===== config.mk =====
export PLATFORM = sky130hd
export DESIGN_NAME = debounce_pulse
export DESIGN_NICKNAME = d
export VERILOG_FILES = /design/src/rtl/debounce_pulse.sv
export SDC_FILE = /design/constraint.sdc
export NUM_CORES = 1
export LEC_CHECK = 0
export BUFFER_PORTS_ARGS = -buffer_cell sky130_fd_sc_hd__buf_4
export CAP_MARGIN = 20
export CORE_ASPECT_RATIO = 0.75
export CORE_UTILIZATION = 31
export DETAILED_ROUTE_END_ITERATION = 16
export GPL_ROUTABILITY_DRIVEN = 0
export GPL_TIMING_DRIVEN = 1
export PLACE_DENSITY = 0.57
export SETUP_SLACK_MARGIN = 0.2
export SLEW_MARGIN = 20
export SYNTH_ARGS = -nofsm -noshare
export SYNTH_HDL_FRONTEND = slang
export SYNTH_SLANG_ARGS = --single-unit

===== constraint.sdc =====
create_clock -name clk -period 3.7 [get_ports clk]
set_clock_uncertainty 0.15 [all_clocks]
set_input_delay 0.74 -clock clk [delete_from_list [all_inputs] [get_ports clk]]
set_output_delay 0.74 -clock clk [all_outputs]
set_load 0.02 [all_outputs]

===== src/rtl/debounce_pulse.sv =====
// Debounces a raw push-button input into a clean level plus one-cycle press/release pulses,
// with optional auto-repeat pulses while the button stays held.
module debounce_pulse #(
    parameter int SYNC_STAGES   = 2,
    parameter int STABLE_CYCLES = 4,
    parameter int REPEAT_DELAY  = 0,
    parameter int REPEAT_PERIOD = 8,
    parameter int CNT_W         = 16
) (
    input  logic clk,
    input  logic rst,
    input  logic btn_in,
    output logic level_out,
    output logic rise_pulse,
    output logic fall_pulse
);

    typedef enum logic [1:0] {
        S_LOW,
        S_RISE,
        S_HIGH,
        S_FALL
    } state_t;

    localparam logic [CNT_W-1:0] STABLE_LAST = CNT_W'(STABLE_CYCLES - 1);
    localparam logic [CNT_W-1:0] DELAY_C     = CNT_W'(REPEAT_DELAY);
    localparam logic [CNT_W-1:0] PERIOD_C    = CNT_W'(REPEAT_PERIOD);
    localparam logic [CNT_W-1:0] CNT_ONE     = CNT_W'(1);
    localparam logic [CNT_W-1:0] CNT_MAX     = {CNT_W{1'b1}};
    localparam bit               REPEAT_EN   = (REPEAT_DELAY > 0);

    logic [SYNC_STAGES-1:0] sync_q;
    logic                   sync;

    state_t           state_q;
    logic [CNT_W-1:0] cnt_q;
    logic [CNT_W-1:0] rcnt_q;
    logic             repeating_q;
    logic             level_q;
    logic             rise_q;
    logic             fall_q;

    logic [CNT_W-1:0] cntInc;
    logic [CNT_W-1:0] rcntInc;
    logic [CNT_W-1:0] repeatThr;
    logic             repeatFire;

    always_ff @(posedge clk) begin
        if (rst) begin
            sync_q <= '0;
        end else begin
            sync_q <= {sync_q[SYNC_STAGES-2:0], btn_in};
        end
    end

    assign sync = sync_q[SYNC_STAGES-1];

    // rcnt is compared one step ahead so the repeat pulse lands on the exact offset;
    // the !rise_q term keeps pulses from ever touching, even with a period of 1.
    always_comb begin
        cntInc     = (cnt_q == CNT_MAX) ? cnt_q : cnt_q + CNT_ONE;
        rcntInc    = (rcnt_q == CNT_MAX) ? rcnt_q : rcnt_q + CNT_ONE;
        repeatThr  = repeating_q ? PERIOD_C : DELAY_C;
        repeatFire = REPEAT_EN && (state_q == S_HIGH) && sync &&
                     (rcntInc >= repeatThr) && !rise_q;
    end

    always_ff @(posedge clk) begin
        if (rst) begin
            state_q     <= S_LOW;
            cnt_q       <= '0;
            rcnt_q      <= '0;
            repeating_q <= 1'b0;
            level_q     <= 1'b0;
            rise_q      <= 1'b0;
            fall_q      <= 1'b0;
        end else begin
            rise_q <= 1'b0;
            fall_q <= 1'b0;
            case (state_q)
                S_LOW: begin
                    if (sync) begin
                        state_q <= S_RISE;
                        cnt_q   <= CNT_ONE;
                    end
                end
                S_RISE: begin
                    if (!sync) begin
                        state_q <= S_LOW;
                        cnt_q   <= '0;
                    end else if (cnt_q >= STABLE_LAST) begin
                        state_q     <= S_HIGH;
                        level_q     <= 1'b1;
                        rise_q      <= 1'b1;
                        rcnt_q      <= '0;
                        repeating_q <= 1'b0;
                    end else begin
                        cnt_q <= cntInc;
                    end
                end
                S_HIGH: begin
                    if (!sync) begin
                        state_q <= S_FALL;
                        cnt_q   <= CNT_ONE;
                    end else if (repeatFire) begin
                        rise_q      <= 1'b1;
                        rcnt_q      <= '0;
                        repeating_q <= 1'b1;
                    end else if (REPEAT_EN) begin
                        rcnt_q <= rcntInc;
                    end
                end
                S_FALL: begin
                    // rcnt deliberately holds here so a short dip resumes the repeat cadence
                    if (sync) begin
                        state_q <= S_HIGH;
                        cnt_q   <= '0;
                    end else if (cnt_q >= STABLE_LAST) begin
                        state_q     <= S_LOW;
                        cnt_q       <= '0;
                        level_q     <= 1'b0;
                        fall_q      <= 1'b1;
                        rcnt_q      <= '0;
                        repeating_q <= 1'b0;
                    end else begin
                        cnt_q <= cntInc;
                    end
                end
                default: begin
                    state_q <= S_LOW;
                end
            endcase
        end
    end

    assign level_out  = level_q;
    assign rise_pulse = rise_q;
    assign fall_pulse = fall_q;

endmodule


==> results by group <==
Outcome
  – Status: completed

Critical path
  – Crit Path Class: flip-flop to flip-flop
  – Critical path arrival: between 2 and 2.5 ns
  – CP Launch Type: flip-flop
  – Crit-path cells: ha_1 > nor4_1 > nand4_1 > a31oi_1 > nor2_1 > and2_1
  – Max stage delay on crit path: roughly 0.65 ns
  – CP Data Required Time: ~3.7 ns
  – Worst setup startpoint: cnt_q[0]$_SDFFE_PP0P_
  – Crit path to: cnt_q[15]$_SDFFE_PP0P_
  – CP Capture Type: flip-flop
  – Crit-path max FO: 8
  – R2r endpoint: cnt_q[15]$_SDFFE_PP0P_
  – Worst R2R Path Depth: 6
  – Reg-to-reg slack, setup: approximately 1.3 ns
  – RR Startpoint: cnt_q[0]$_SDFFE_PP0P_
  – Slowest CP cell: a31oi_1

GRT
  – Total track usage: 12.6%
  – Gr ovfl total: 0
  – Pin count of the biggest net entering global routing: 14
  – First-pass GRT wire length: approximately 3000 um
  – Initial antenna violation count: 0
  – Number of global-route vias before repair: about 660

Drt
  – WL met2: about 680 um
  – Post-detailed-route wirelength per cell: between 10 and 15 um
  – Via density: a little over 5
  – Via Count: 745
  – ANT nets after route: 0
  – Starting DRT DRC Count: 37
  – DR top layer: met4
  – DR pass1 iterations: 4
  – Final WL: roughly 1700 um
  – Sum of routed wire segments on met1: just over 900 um
  – Drt drc: 0
  – DR WL met3: 70 um

Placement
  – Port buffer count: 5
  – HPWL Detailed: roughly 1200 um
  – Placed insts: 142

Pwr
  – Flop pwr share: just under 60%
  – Worst VDD drop: about 0.27 mV
  – Psw: roughly 0.000097 W
  – Comb pwr share: 4.6%
  – Clock share of power: 36.4%
  – Power Dens Cells: between 400 and 500 nW/um2
  – Sw Ratio: between 20 and 25%
  – Int Pwr: approximately 0.00033 W
  – Leak: between 0.3 and 0.4 nW
  – Design Power: about 0.00043 W

Timing
  – Max_slew headroom: between 50 and 60%
  – RSZ-0062 raised after global routing: false
  – Total negative slack: 0 ns
  – Final worst-path cycle share: between 60% and 70%
  – F_max: slightly above 400 MHz
  – Final hold vios: 0
  – Final Setup Violations: 0
  – Pins Over Slew Limit: 0
  – Minimum clock period: between 2 and 2.5 ns
  – Final Hold Slack: 0.296 ns
  – Slew of the pin with the lowest slew margin: approximately 0.65 ns

Synthesis
  – Post-Syn Nets: between 100 and 150
  – Ys flop type: dfxtp_1
  – FF+latch count, synth: 23
  – Post-synth EDFFs: 0
  – Leading cell type by number of instances after synthesis: dfxtp_1
  – Synth area leaders: dfxtp_1, nor2_1, a31oi_1
  – Synth top area share: 49.7%
  – Most frequent cells after synthesis: dfxtp_1, nor2_1, nand2_1, nor3_1
  – YS warnings: 0
  – Syn Area/Cell: between 8 and 9 um2
  – Asr flop ratio synth: 0%
  – Yosys top cell by area: dfxtp_1
  – Synth Cell Area: 926 um2
  – Unique masters post-synth: 29
  – Post-Syn Instances: around 110
  – Register area share after synthesis: between 40 and 50%

Die
  – # rows: 16
  – Initial Util: between 30% and 40%
  – Core footprint: between 2000 and 3000 um2
  – Die ar.: ~3200 um2
  – Chip height: roughly 49 um
  – Top-level port count: 6
  – Die width: between 60 and 70 um

Clock network
  – Sink Count: 23
  – Post-CTS Resized: 0
  – Max Root-Sink Buffers: 2
  – Clock root buffer: clkbuf_8
  – TritonCTS clock tree: built
  – Clk_lat worst skew: around 0.27 ns
  – Register clock-pin slew on the reported worst setup and hold paths: around 0.080 ns
  – CTS hold repair buffers: 0
  – H-tree depth: 1
  – CTS buffer count: 3
  – Post-CTS Setup Bufs: 0

Finish
  – Total Nets Final: about 120
  – Area grow syn2layout: 11.5%
  – Fin cells: 146
  – Ratio of cells with drive above 1 in the final layout: roughly 14%
  – Fill count: 280
  – Antenna cells: 0

Run
  – Max Cap Viol: 0

Min path
  – Class of the worst hold path: flip-flop to flip-flop
==> state kept, by name, summed over array words and instances (netlist names), named ones only <==
register and flops:
rise_pulse 1, fall_pulse 1, level_out 1, sync_q 2
cnt_q 16, state_q 1
==> worst min path at each step <==
| stage | start | end | slack [ns] | depth (start not counted) |
|---|---|---|---|---|
| after CTS | cnt_q[10]$_SDFFE_PP0P_ | cnt_q[10]$_SDFFE_PP0P_ | 0.30 | 2 |
| final | cnt_q[10]$_SDFFE_PP0P_ | cnt_q[10]$_SDFFE_PP0P_ | 0.30 | 2 |
| after global placement | sync_q[0]$_SDFF_PP0_ | sync_q[1]$_SDFF_PP0_ | 0.28 | 1 |
| after detailed placement | sync_q[0]$_SDFF_PP0_ | sync_q[1]$_SDFF_PP0_ | 0.28 | 1 |
| after floorplan | sync_q[0]$_SDFF_PP0_ | sync_q[1]$_SDFF_PP0_ | 0.26 | 1 |
| after global routing | sync_q[0]$_SDFF_PP0_ | sync_q[1]$_SDFF_PP0_ | 0.32 | 1 |
==> layer usage <==
| metal | global-route usage, % | up-vias |
|---|---|---|
| met4 | 10.5 | 0 |
| met2 | 15.5 | 22 |
| met1 | 18.0 | 331 |
| met3 | 2.80 | 5 |
| li1 | - | 387 |
| met5 | 0 | - |
==> power groups by stage <==
stage / logic [W] / clock network, W / registers, W
after floorplan: 0.0000159 / 0 / 0.000259
after global placement: 0.0000199 / 0 / 0.000260
after detailed placement: 0.0000197 / 0 / 0.000259
after CTS: 0.0000198 / 0.000161 / 0.000254
after global routing: 0.0000224 / 0.000172 / 0.000255
final: 0.0000199 / 0.000157 / 0.000254
==> cell families after synthesis <==
family | count (synthesis) | share of synthesized area [%]
compound gates | 20 | 14.5
xor+xnor | 1 | 0.946
fa+ha+maj | 1 | 1.35
buf+inv | 9 | 4.46
flops | 23 | 49.7
simple gates | 51 | 29.1
==> cells in the final DEF, fill, tap and decap left out, types with 4 or more instances in the layout <==
cell	n
nor3_1	6
buf_4	5
and2_1	4
a31oi_1	5
nor2b_1	4
dfxtp_1	23
nor2_1	12
nand2_1	6
a21oi_1	5
nand3_1	4
inv_1	5
==> final cells by class <==
class / count / area [um2] / area share (%)
inverters: 5 / 18.8 / 1.82
well taps: 36 / 45.0 / 4.36
clock inverters: 1 / 5.00 / 0.485
clock buffers: 3 / 41.3 / 4.00
multi-input cells: 73 / 424 / 41.1
repair buffers: 5 / 37.5 / 3.64
flip-flops and latches: 23 / 460 / 44.6
==> stage by stage <==
stage | util [%] | setup slack [ns] | instance area [um2]
CTS | 37.9 | 1.35 | 1030
global placement | 36.2 | 1.46 | 986
global route | 37.9 | 1.05 | 1030
floorplan | - | 1.68 | 926
finish | 37.9 | 1.28 | 1030
detailed placement | 36.2 | 1.36 | 986
==> worst max-delay path: cells and delay by family, from the launching register on <==
kind	cells	cell delay, ns
simple gates	4	0.88
fa+ha+maj	1	0.28
flops	1	0.37
compound gates	1	0.65
No activity file was read; power rests on OpenSTA's default activity.
